$ cat src/rtl/attn_seq_pkg.sv
// attn_seq_pkg: FSM states, phases and SRAM header layout for attn_phase_sequencer (ATTN_SCORE_PHASE_EN makes S the last phase)
package attn_seq_pkg;
  localparam logic [2:0] ST_IDLE       = 3'd0;
  localparam logic [2:0] ST_FETCH      = 3'd1;
  localparam logic [2:0] ST_FETCH_WAIT = 3'd2;
  localparam logic [2:0] ST_CALC       = 3'd3;
  localparam logic [2:0] ST_START      = 3'd4;
  localparam logic [2:0] ST_ACK        = 3'd5;
  localparam logic [2:0] ST_DONE       = 3'd6;
  typedef enum logic [1:0] {PH_Q, PH_K, PH_V, PH_S} phase_t;
  localparam logic SRC_IN_W    = 1'b0;
  localparam logic SRC_RES_RES = 1'b1;
  localparam int HDR_ROWS_LSB  = 16;
  localparam int HDR_INNER_LSB = 0;
  localparam int HDR_COLS_LSB  = 0;
`ifdef ATTN_SCORE_PHASE_EN
  localparam phase_t PH_LAST = PH_S;
`else
  localparam phase_t PH_LAST = PH_V;
`endif
endpackage

$ cat src/rtl/phase_addr_gen.sv
// phase_addr_gen: maps a phase to MAC bases, dims and source select (phase S only with ATTN_SCORE_PHASE_EN)
module phase_addr_gen
  import attn_seq_pkg::*;
#(
  parameter int ADDR_W = 12,
  parameter int DIM_W  = 16
) (
  input  phase_t            i_phase,
  input  logic [ADDR_W-1:0] i_wsz,
  input  logic [ADDR_W-1:0] i_rsz,
  input  logic [DIM_W-1:0]  i_rows,
  input  logic [DIM_W-1:0]  i_inner,
  input  logic [DIM_W-1:0]  i_cols,
  output logic              o_src_sel,
  output logic [ADDR_W-1:0] o_opa_base,
  output logic [ADDR_W-1:0] o_opb_base,
  output logic [ADDR_W-1:0] o_result_base,
  output logic [DIM_W-1:0]  o_rows,
  output logic [DIM_W-1:0]  o_inner,
  output logic [DIM_W-1:0]  o_cols
);
  logic              w_s;
  logic [ADDR_W-1:0] w_woff;
  logic [ADDR_W-1:0] w_roff;
`ifdef ATTN_SCORE_PHASE_EN
  assign w_s = i_phase == PH_S;
`else
  assign w_s = 1'b0;
`endif
  assign w_woff        = i_phase == PH_K ? i_wsz : i_phase == PH_V ? i_wsz << 1 : '0;
  assign w_roff        = i_phase == PH_K ? i_rsz : i_phase == PH_V ? i_rsz << 1 : '0;
  // weight word 0 is the header, so weight matrices start at address 1
  assign o_src_sel     = w_s ? SRC_RES_RES : SRC_IN_W;
  assign o_opa_base    = w_s ? '0 : ADDR_W'(1);
  assign o_opb_base    = w_s ? i_rsz : ADDR_W'(1) + w_woff;
  assign o_result_base = w_s ? (i_rsz << 1) + i_rsz : w_roff;
  assign o_rows        = i_rows;
  assign o_inner       = w_s ? i_cols : i_inner;
  assign o_cols        = w_s ? i_rows : i_cols;
endmodule

$ cat src/rtl/attn_phase_sequencer.sv
// attn_phase_sequencer: fetches SRAM dimension headers and runs the MAC through Q, K, V (plus S when ATTN_SCORE_PHASE_EN)
module attn_phase_sequencer
  import attn_seq_pkg::*;
#(
  parameter int ADDR_W = 12,
  parameter int DATA_W = 32,
  parameter int DIM_W  = 16
) (
  input  logic              clk,
  input  logic              reset_n,
  input  logic              dut_valid,
  output logic              dut_ready,
  output logic              hdr_own,
  output logic [ADDR_W-1:0] hdr_input_read_address,
  output logic [ADDR_W-1:0] hdr_weight_read_address,
  input  logic [DATA_W-1:0] tb__dut__sram_input_read_data,
  input  logic [DATA_W-1:0] tb__dut__sram_weight_read_data,
  output logic              mac_valid,
  input  logic              mac_ready,
  output logic              mac_src_sel,
  output logic [ADDR_W-1:0] mac_opa_base,
  output logic [ADDR_W-1:0] mac_opb_base,
  output logic [ADDR_W-1:0] mac_result_base,
  output logic [DIM_W-1:0]  mac_rows,
  output logic [DIM_W-1:0]  mac_inner,
  output logic [DIM_W-1:0]  mac_cols,
  output logic              err_zero_dim
);
  logic [2:0]        r_state, w_next;
  phase_t            r_phase, w_phase;
  logic [DIM_W-1:0]  r_rows, r_inner, r_cols;
  logic [DIM_W-1:0]  w_hrows, w_hinner, w_hcols;
  logic [ADDR_W-1:0] r_wsz, r_rsz, w_wsz, w_rsz, w_gwsz, w_grsz;
  logic              w_zero, w_last, w_load, w_unused;
  logic              w_src;
  logic [ADDR_W-1:0] w_opa, w_opb, w_res;
  logic [DIM_W-1:0]  w_rows, w_inner, w_cols;
  assign w_hrows  = tb__dut__sram_input_read_data[HDR_ROWS_LSB +: DIM_W];
  assign w_hinner = tb__dut__sram_input_read_data[HDR_INNER_LSB +: DIM_W];
  assign w_hcols  = tb__dut__sram_weight_read_data[HDR_COLS_LSB +: DIM_W];
  assign w_unused = ^tb__dut__sram_weight_read_data[DATA_W-1:DIM_W];
  assign w_zero   = ~|w_hrows | ~|w_hinner | ~|w_hcols;
  assign w_wsz    = ADDR_W'(r_inner) * ADDR_W'(r_cols);
  assign w_rsz    = ADDR_W'(r_rows) * ADDR_W'(r_cols);
  assign w_last   = r_phase == PH_LAST;
  // config for the next job is latched on entry to START: from CALC (phase Q) or from DONE (next phase)
  assign w_phase  = r_state == ST_CALC ? PH_Q : phase_t'(r_phase + 2'd1);
  assign w_gwsz   = r_state == ST_CALC ? w_wsz : r_wsz;
  assign w_grsz   = r_state == ST_CALC ? w_rsz : r_rsz;
  assign w_load   = r_state == ST_CALC | (r_state == ST_DONE & mac_ready & ~w_last);
  assign hdr_own  = r_state == ST_FETCH | r_state == ST_FETCH_WAIT;
  assign hdr_input_read_address  = '0;
  assign hdr_weight_read_address = '0;
  assign mac_valid = reset_n & r_state == ST_START & mac_ready;
  phase_addr_gen #(.ADDR_W(ADDR_W), .DIM_W(DIM_W)) u_gen (
    .i_phase      (w_phase),
    .i_wsz        (w_gwsz),
    .i_rsz        (w_grsz),
    .i_rows       (r_rows),
    .i_inner      (r_inner),
    .i_cols       (r_cols),
    .o_src_sel    (w_src),
    .o_opa_base   (w_opa),
    .o_opb_base   (w_opb),
    .o_result_base(w_res),
    .o_rows       (w_rows),
    .o_inner      (w_inner),
    .o_cols       (w_cols)
  );
  always_comb begin
    w_next = r_state;
    case (r_state)
      ST_IDLE:       w_next = dut_valid ? ST_FETCH : ST_IDLE;
      ST_FETCH:      w_next = ST_FETCH_WAIT;
      ST_FETCH_WAIT: w_next = w_zero ? ST_IDLE : ST_CALC;
      ST_CALC:       w_next = ST_START;
      ST_START:      w_next = mac_ready ? ST_ACK : ST_START;
      ST_ACK:        w_next = mac_ready ? ST_ACK : ST_DONE;
      ST_DONE:       w_next = mac_ready ? (w_last ? ST_IDLE : ST_START) : ST_DONE;
      default:       w_next = ST_IDLE;
    endcase
  end
  always_ff @(posedge clk) begin
    if (!reset_n) begin
      r_state         <= ST_IDLE;
      r_phase         <= PH_Q;
      r_rows          <= '0;
      r_inner         <= '0;
      r_cols          <= '0;
      r_wsz           <= '0;
      r_rsz           <= '0;
      dut_ready       <= 1'b0;
      err_zero_dim    <= 1'b0;
      mac_src_sel     <= 1'b0;
      mac_opa_base    <= '0;
      mac_opb_base    <= '0;
      mac_result_base <= '0;
      mac_rows        <= '0;
      mac_inner       <= '0;
      mac_cols        <= '0;
    end else begin
      r_state   <= w_next;
      dut_ready <= w_next == ST_IDLE;
      if (r_state == ST_IDLE && dut_valid) err_zero_dim <= 1'b0;
      if (r_state == ST_FETCH_WAIT) begin
        r_rows       <= w_hrows;
        r_inner      <= w_hinner;
        r_cols       <= w_hcols;
        err_zero_dim <= w_zero;
      end
      if (r_state == ST_CALC) begin
        r_wsz <= w_wsz;
        r_rsz <= w_rsz;
      end
      if (w_load) begin
        r_phase         <= w_phase;
        mac_src_sel     <= w_src;
        mac_opa_base    <= w_opa;
        mac_opb_base    <= w_opb;
        mac_result_base <= w_res;
        mac_rows        <= w_rows;
        mac_inner       <= w_inner;
        mac_cols        <= w_cols;
      end
    end
  end
endmodule

$ cat config.mk
export PLATFORM = sky130hd
export DESIGN_NAME = attn_phase_sequencer
export DESIGN_NICKNAME = d
export VERILOG_FILES = /design/src/rtl/attn_seq_pkg.sv /design/src/rtl/phase_addr_gen.sv /design/src/rtl/attn_phase_sequencer.sv
export SDC_FILE = /design/constraint.sdc
export NUM_CORES = 1
export LEC_CHECK = 0
export BUFFER_PORTS_ARGS = -buffer_cell sky130_fd_sc_hd__buf_4
export CAP_MARGIN = 20
export CORE_MARGIN = 2
export CORE_UTILIZATION = 29
export CTS_CLUSTER_SIZE = 24
export DETAILED_ROUTE_END_ITERATION = 10
export GPL_ROUTABILITY_DRIVEN = 0
export GPL_TIMING_DRIVEN = 0
export PLACE_DENSITY = 0.59
export SYNTH_ARGS = -nofsm -noshare
export SYNTH_HDL_FRONTEND = slang
export SYNTH_SLANG_ARGS = --single-unit
export TNS_END_PERCENT = 1
$ cat constraint.sdc
create_clock -name clk -period 5.31 [get_ports clk]
set_input_delay 0.2655 -clock clk [delete_from_list [all_inputs] [get_ports clk]]
set_output_delay 0.2655 -clock clk [all_outputs]
set_load 0.1 [all_outputs]
After elaboration in Yosys (flattened, before gate mapping)

Cells that the tools add are included.

Output and inout bits: 113
Register bits after elaboration: 152

Add/subtract/negate cells: 2
Multiplexer cells: 16
Bitwise logic cells: 9
Multiply operators: 2
Equal/unequal tests: 9
Reduce and logical (&&, ||, !) cells: 10

Operators with widths:

| cell                  | count |
|---|---|
| $mux 12               | 6 |
| $reduce_or 16->1      | 3 |
| $mul 12x12->12        | 2 |
| $pmux 3 s7            | 1 |
| $add 1x12->12 const A | 1 |
| $eq 3x3->1 const B    | 3 |
| $eq 3x2->1 const B    | 2 |
| $logic_not 3->1       | 2 |
| $mux 2                | 3 |
| $mux 3                | 2 |
| $and 1x1->1           | 4 |
| $eq 2x2->1 const B    | 2 |
| $mux 1                | 4 |
| $or 1x1->1            | 4 |
| $eq 3x1->1 const B    | 1 |
| $logic_not 1->1       | 3 |
| $add 2x1->2 const B   | 1 |
| $eq 2x1->1 const B    | 1 |
| $reduce_bool 2->1     | 1 |
| $logic_and 1x1->1     | 1 |
| $not 1->1             | 1 |

Longest topological paths before layout

Depth after elaboration: 7
Mapped depth: 21
Depth with buffers taken out: 19

Modules after synthesis

From an unflattened synthesis, not the netlist that was laid out.

Cell total of the unflattened synthesis: 1439
Area, all modules: 11766.3 µm²

Modules (own cells, without submodules):

| module               | sequential area each (µm²) | cells each | times used | area an instance (µm²) |
|---|---|---|---|---|
| attn_phase_sequencer | 3283.1                     | 1307       | 1          | 10701.5 |
| phase_addr_gen       | 0.0                        | 132        | 1          | 1064.8 |

Worst setup path before layout

Ideal clock, no wire load.

Path type: flip-flop to flip-flop
Start: register r_cols[3]
End: register r_rsz[11]
Arrival time: 4.705 ns
Period minus slack after synthesis: 4.837 ns
Slack: 0.473 ns
Library setup time: 0.132 ns
Cell stages (with the launch flop): 18
Cell sequence: dfxtp_1 clkbuf_1 clkbuf_1 nand2_1 fa_1 fa_1 fa_1 inv_1 fa_1 inv_1 fa_1 xnor2_1 xnor2_1 xnor2_1 xnor3_1 xnor3_1 nand2_1 a21oi_1

Word-level cells in the longest chain between the ends: 2

RTL lines:

| element                  | RTL line                    | text |
|---|---|---|
| start: declaration       | attn_phase_sequencer.sv:31  | `logic [DIM_W-1:0] r_rows, r_inner, r_cols;` |
| start signal: assignment | attn_phase_sequencer.sv:108 | `r_cols <= w_hcols;` |
| $mul 12x12->12           | attn_phase_sequencer.sv:44  | `assign w_rsz = ADDR_W'(r_rows) * ADDR_W'(r_cols);` |
| $mux 12                  | --                          |  |
| end signal: assignment   | attn_phase_sequencer.sv:113 | `r_rsz <= w_rsz;` |
| end: declaration         | attn_phase_sequencer.sv:33  | `logic [ADDR_W-1:0] r_wsz, r_rsz, w_wsz, w_rsz, w_gwsz, w_grsz;` |

No other way between the ends.
A chain may end at the register's enable or synchronous reset.

Worst setup path in the final report

Start: register r_rows[3]
End: register r_rsz[11]

Word-level cells in the longest chain between the ends: 2

RTL lines:

| element                  | RTL line                    | text |
|---|---|---|
| start: declaration       | attn_phase_sequencer.sv:31  |  |
| start signal: assignment | attn_phase_sequencer.sv:106 | `r_rows <= w_hrows;` |
| $mul 12x12->12           | attn_phase_sequencer.sv:44  |  |
| $mux 12                  | --                          |  |

No other way between the ends.

==> flow_metrics.env <==
export IMPL_start_util_pct=29.4
export IMPL_ctsLongestPathBuffers=2
export IMPL_syn_inst=1316
export IMPL_finalSetupTns_ns=0
export IMPL_cts_root_buffer="clkbuf_16"
export IMPL_reg2reg_depth=16
export IMPL_synth_cell_types=49
export IMPL_avgSynthCellArea_sq_um=7.92
export IMPL_crit_type="flip-flop to flip-flop"
export IMPL_dieArea_sq_mm=0.0375
export IMPL_ys_seq_area_share_pct=29.2
export IMPL_cap_violations=0
export IMPL_post_cts_setup_buffers=0
export IMPL_grt_pass1_vias=9106
export IMPL_antenna_cells=0
export IMPL_io_pins=181
export IMPL_ys_ff_latch=152
export IMPL_cts_sinks=152
export IMPL_fin_skew_ns=0.00741
export IMPL_rows=69
export IMPL_final_util_pct=35.8
export IMPL_routed_via_density=4.65
export IMPL_routedWlPerCell_microns=15.6
export IMPL_drc=0
export IMPL_mostFrequentLayoutCells="368 x nand2_1, 168 x buf_4, 151 x a21oi_1"
export IMPL_clock_latency_ns=0.43
export IMPL_first_pass_iters=5
export IMPL_die_w_microns=194
export IMPL_endpoint_kind="flip-flop"
export IMPL_critPathRequiredTime_ns=5.59
export IMPL_io_buffers=128
export IMPL_drive_above_1_share_pct=15.7
export IMPL_pre_cts_slack_ns=-0.760
export IMPL_vdd_drop_max_uv=306
export IMPL_hp_class="input port to flip-flop"
export IMPL_via_count=9148
export IMPL_fin_nets=1698
export IMPL_synthFlopType="dfxtp_1"
export IMPL_synth_edff_count=0
export IMPL_drt_iter0_drc=562
export IMPL_period_share_pct=97.0
export IMPL_slew_headroom_pct=26.4
export IMPL_grt_max_degree=21
export IMPL_cellPowerDensity_mw_per_mm2=266
export IMPL_cp_max_fo=10
export IMPL_die_y_microns=194
export IMPL_arrival_ns=5.43
export IMPL_grt_remaining_overflow=0
export IMPL_final_common_cell="nand2_1"
export IMPL_ant_nets=0
export IMPL_rsz0062_at_grt="yes"
export IMPL_cts_made_buffers=17
export IMPL_placed_cell_area_sq_mm=0.0121
export IMPL_crit_path_start_kind="flip-flop"
export IMPL_hold_path_depth=3
export IMPL_hold_buffers=0
export IMPL_slew_violations=0
export IMPL_ys_warn_count=0
export IMPL_cts_tree="done"
export IMPL_async_flop_share_pct=0
export IMPL_h_tree_depth=4
export IMPL_coreArea_sq_mm=0.0355
export IMPL_place_hpwl_microns=24300
export IMPL_syn_area_sq_mm=0.0104
export IMPL_outcome="completed"
export IMPL_wl_microns=30700
export IMPL_ys_top_cells_by_area="dfxtp_1 29%, fa_1 15%, nand2_1 13%"
export IMPL_p_total_uw=3390
export IMPL_cts_clk_slew_worst_paths_ns=0.06
export IMPL_synth_top_area_cell="dfxtp_1"
export IMPL_grt_antenna_before_repair=1
export IMPL_hold_violations=0
export IMPL_setup_ws_ns=0.157
export IMPL_p_leak_uw=0.00547
export IMPL_finalInstanceArea_sq_mm=0.0127
export IMPL_setup_viol=0
export IMPL_synth_top_area_share_pct=29.2
export IMPL_worst_pin_slew_ns=1.10
export IMPL_syn2layout_area_growth_pct=22.0
export IMPL_grt_usage_pct=16.5
export IMPL_min_period_ns=5.15
export IMPL_max_freq_mhz=194
export IMPL_grt_pass1_wl_microns=49200
==> repair_timing <==
item	4_1_cts	5_1_grt
setup endpoints to repair	2	2
gates resized for setup	5	14
endpoints found under the hold margin	0	0
==> sequential cells by signal (all words and copies together), names as in the netlist <==
signal           flops
dut_ready            1
err_zero_dim         1
mac_cols            16
mac_inner           16
mac_opa_base         1
mac_opb_base        12
mac_result_base     12
mac_rows            16
r_cols              16
r_inner             16
r_phase              2
r_rows              16
r_rsz               12
r_state              3
r_wsz               12
==> metrics by stage <==
step	cells	hold WS (ns)
2_1_floorplan	1351	0.387
3_3_place_gp	1940	0.439
4_1_cts	1969	0.0669
5_1_grt	1966	0.0845
6_report	1966	0.0851
3_5_place_dp	1940	0.445
==> report_power, final <==
part / leakage [uW] / internal, uW / switching, uW / total (uW)
Clock: 0.000298 / 800 / 484 / 1280
Sequential: 0.00123 / 1200 / 81.1 / 1280
Combinational: 0.00394 / 209 / 607 / 817
==> routing by layer <==
| metal | share of wire (%) | up-vias | GRT usage, % |
|---|---|---|---|
| li1 | - | 4444 | - |
| met1 | 47 | 4405 | 22.9 |
| met4 | 1.3 | 0 | 4.47 |
| met5 | 0 | - | 0 |
| met2 | 46 | 272 | 26.2 |
| met3 | 5.7 | 27 | 3.10 |
==> path summary, 6_finish.rpt <==
check	to	slack, ns	start
setup / recovery	r_rsz[11]	0.16	r_rows[3]
hold / removal	r_inner[5]	0.09	tb__dut__sram_input_read_data[5]
setup reg to reg	r_rsz[11]	0.16	r_rows[3]
hold reg to reg	mac_inner[15]	0.45	r_inner[15]
==> synthesized netlist by cell type (3+ instances only) <==
cell	instances
ha_1	60
nand3b_1	6
xnor3_1	4
o21ai_0	5
buf_4	40
and3_1	3
a211oi_2	3
nand3_1	5
inv_1	128
xor2_1	10
buf_2	13
xnor2_1	44
clkbuf_1	63
nor3_1	17
a22oi_1	20
a211oi_1	7
a21o_1	3
dfxtp_1	152
nor2b_1	3
fa_1	78
a21oi_1	151
and2_1	42
nor2_1	43
nand4_1	5
nand2_1	368
nor4_1	13
==> logic make-up after synthesis <==
logic type,synth area share (%)
AO/OA/AOI/OAI,11.4
XOR/XNOR,5.40
adder cells (fa/ha/maj),22.2
buffers and inverters,10.7
flip-flops,29.2
other,0.0360
AND/OR/NAND/NOR,21.1
==> layout make-up <==
| cell class | count | area, sq um |
|---|---|---|
| multi-input cells | 950 | 6400 |
| well taps | 461 | 577 |
| inverters | 129 | 484 |
| clock buffers | 21 | 450 |
| fillers | 3693 | 22800 |
| clock inverters | 11 | 171 |
| plain buffers | 114 | 621 |
| repair buffers | 128 | 961 |
| flip-flops and latches | 152 | 3050 |
==> worst max-delay path: stages, from the launching register on <==
cell and delay, ns:
dfxtp_1 0.33, clkbuf_1 0.49, nand2_1 0.17, fa_1 0.46, fa_1 0.43, fa_1 0.54, inv_1 0.05, fa_1 0.49
inv_1 0.05, fa_1 0.45, xnor2_1 0.19, xnor2_1 0.16, xnor2_1 0.14, xnor3_1 0.50, xnor3_1 0.40, nand2_1 0.08
a21oi_1 0.06
Note: power is estimated with default switching activity, not from simulation.
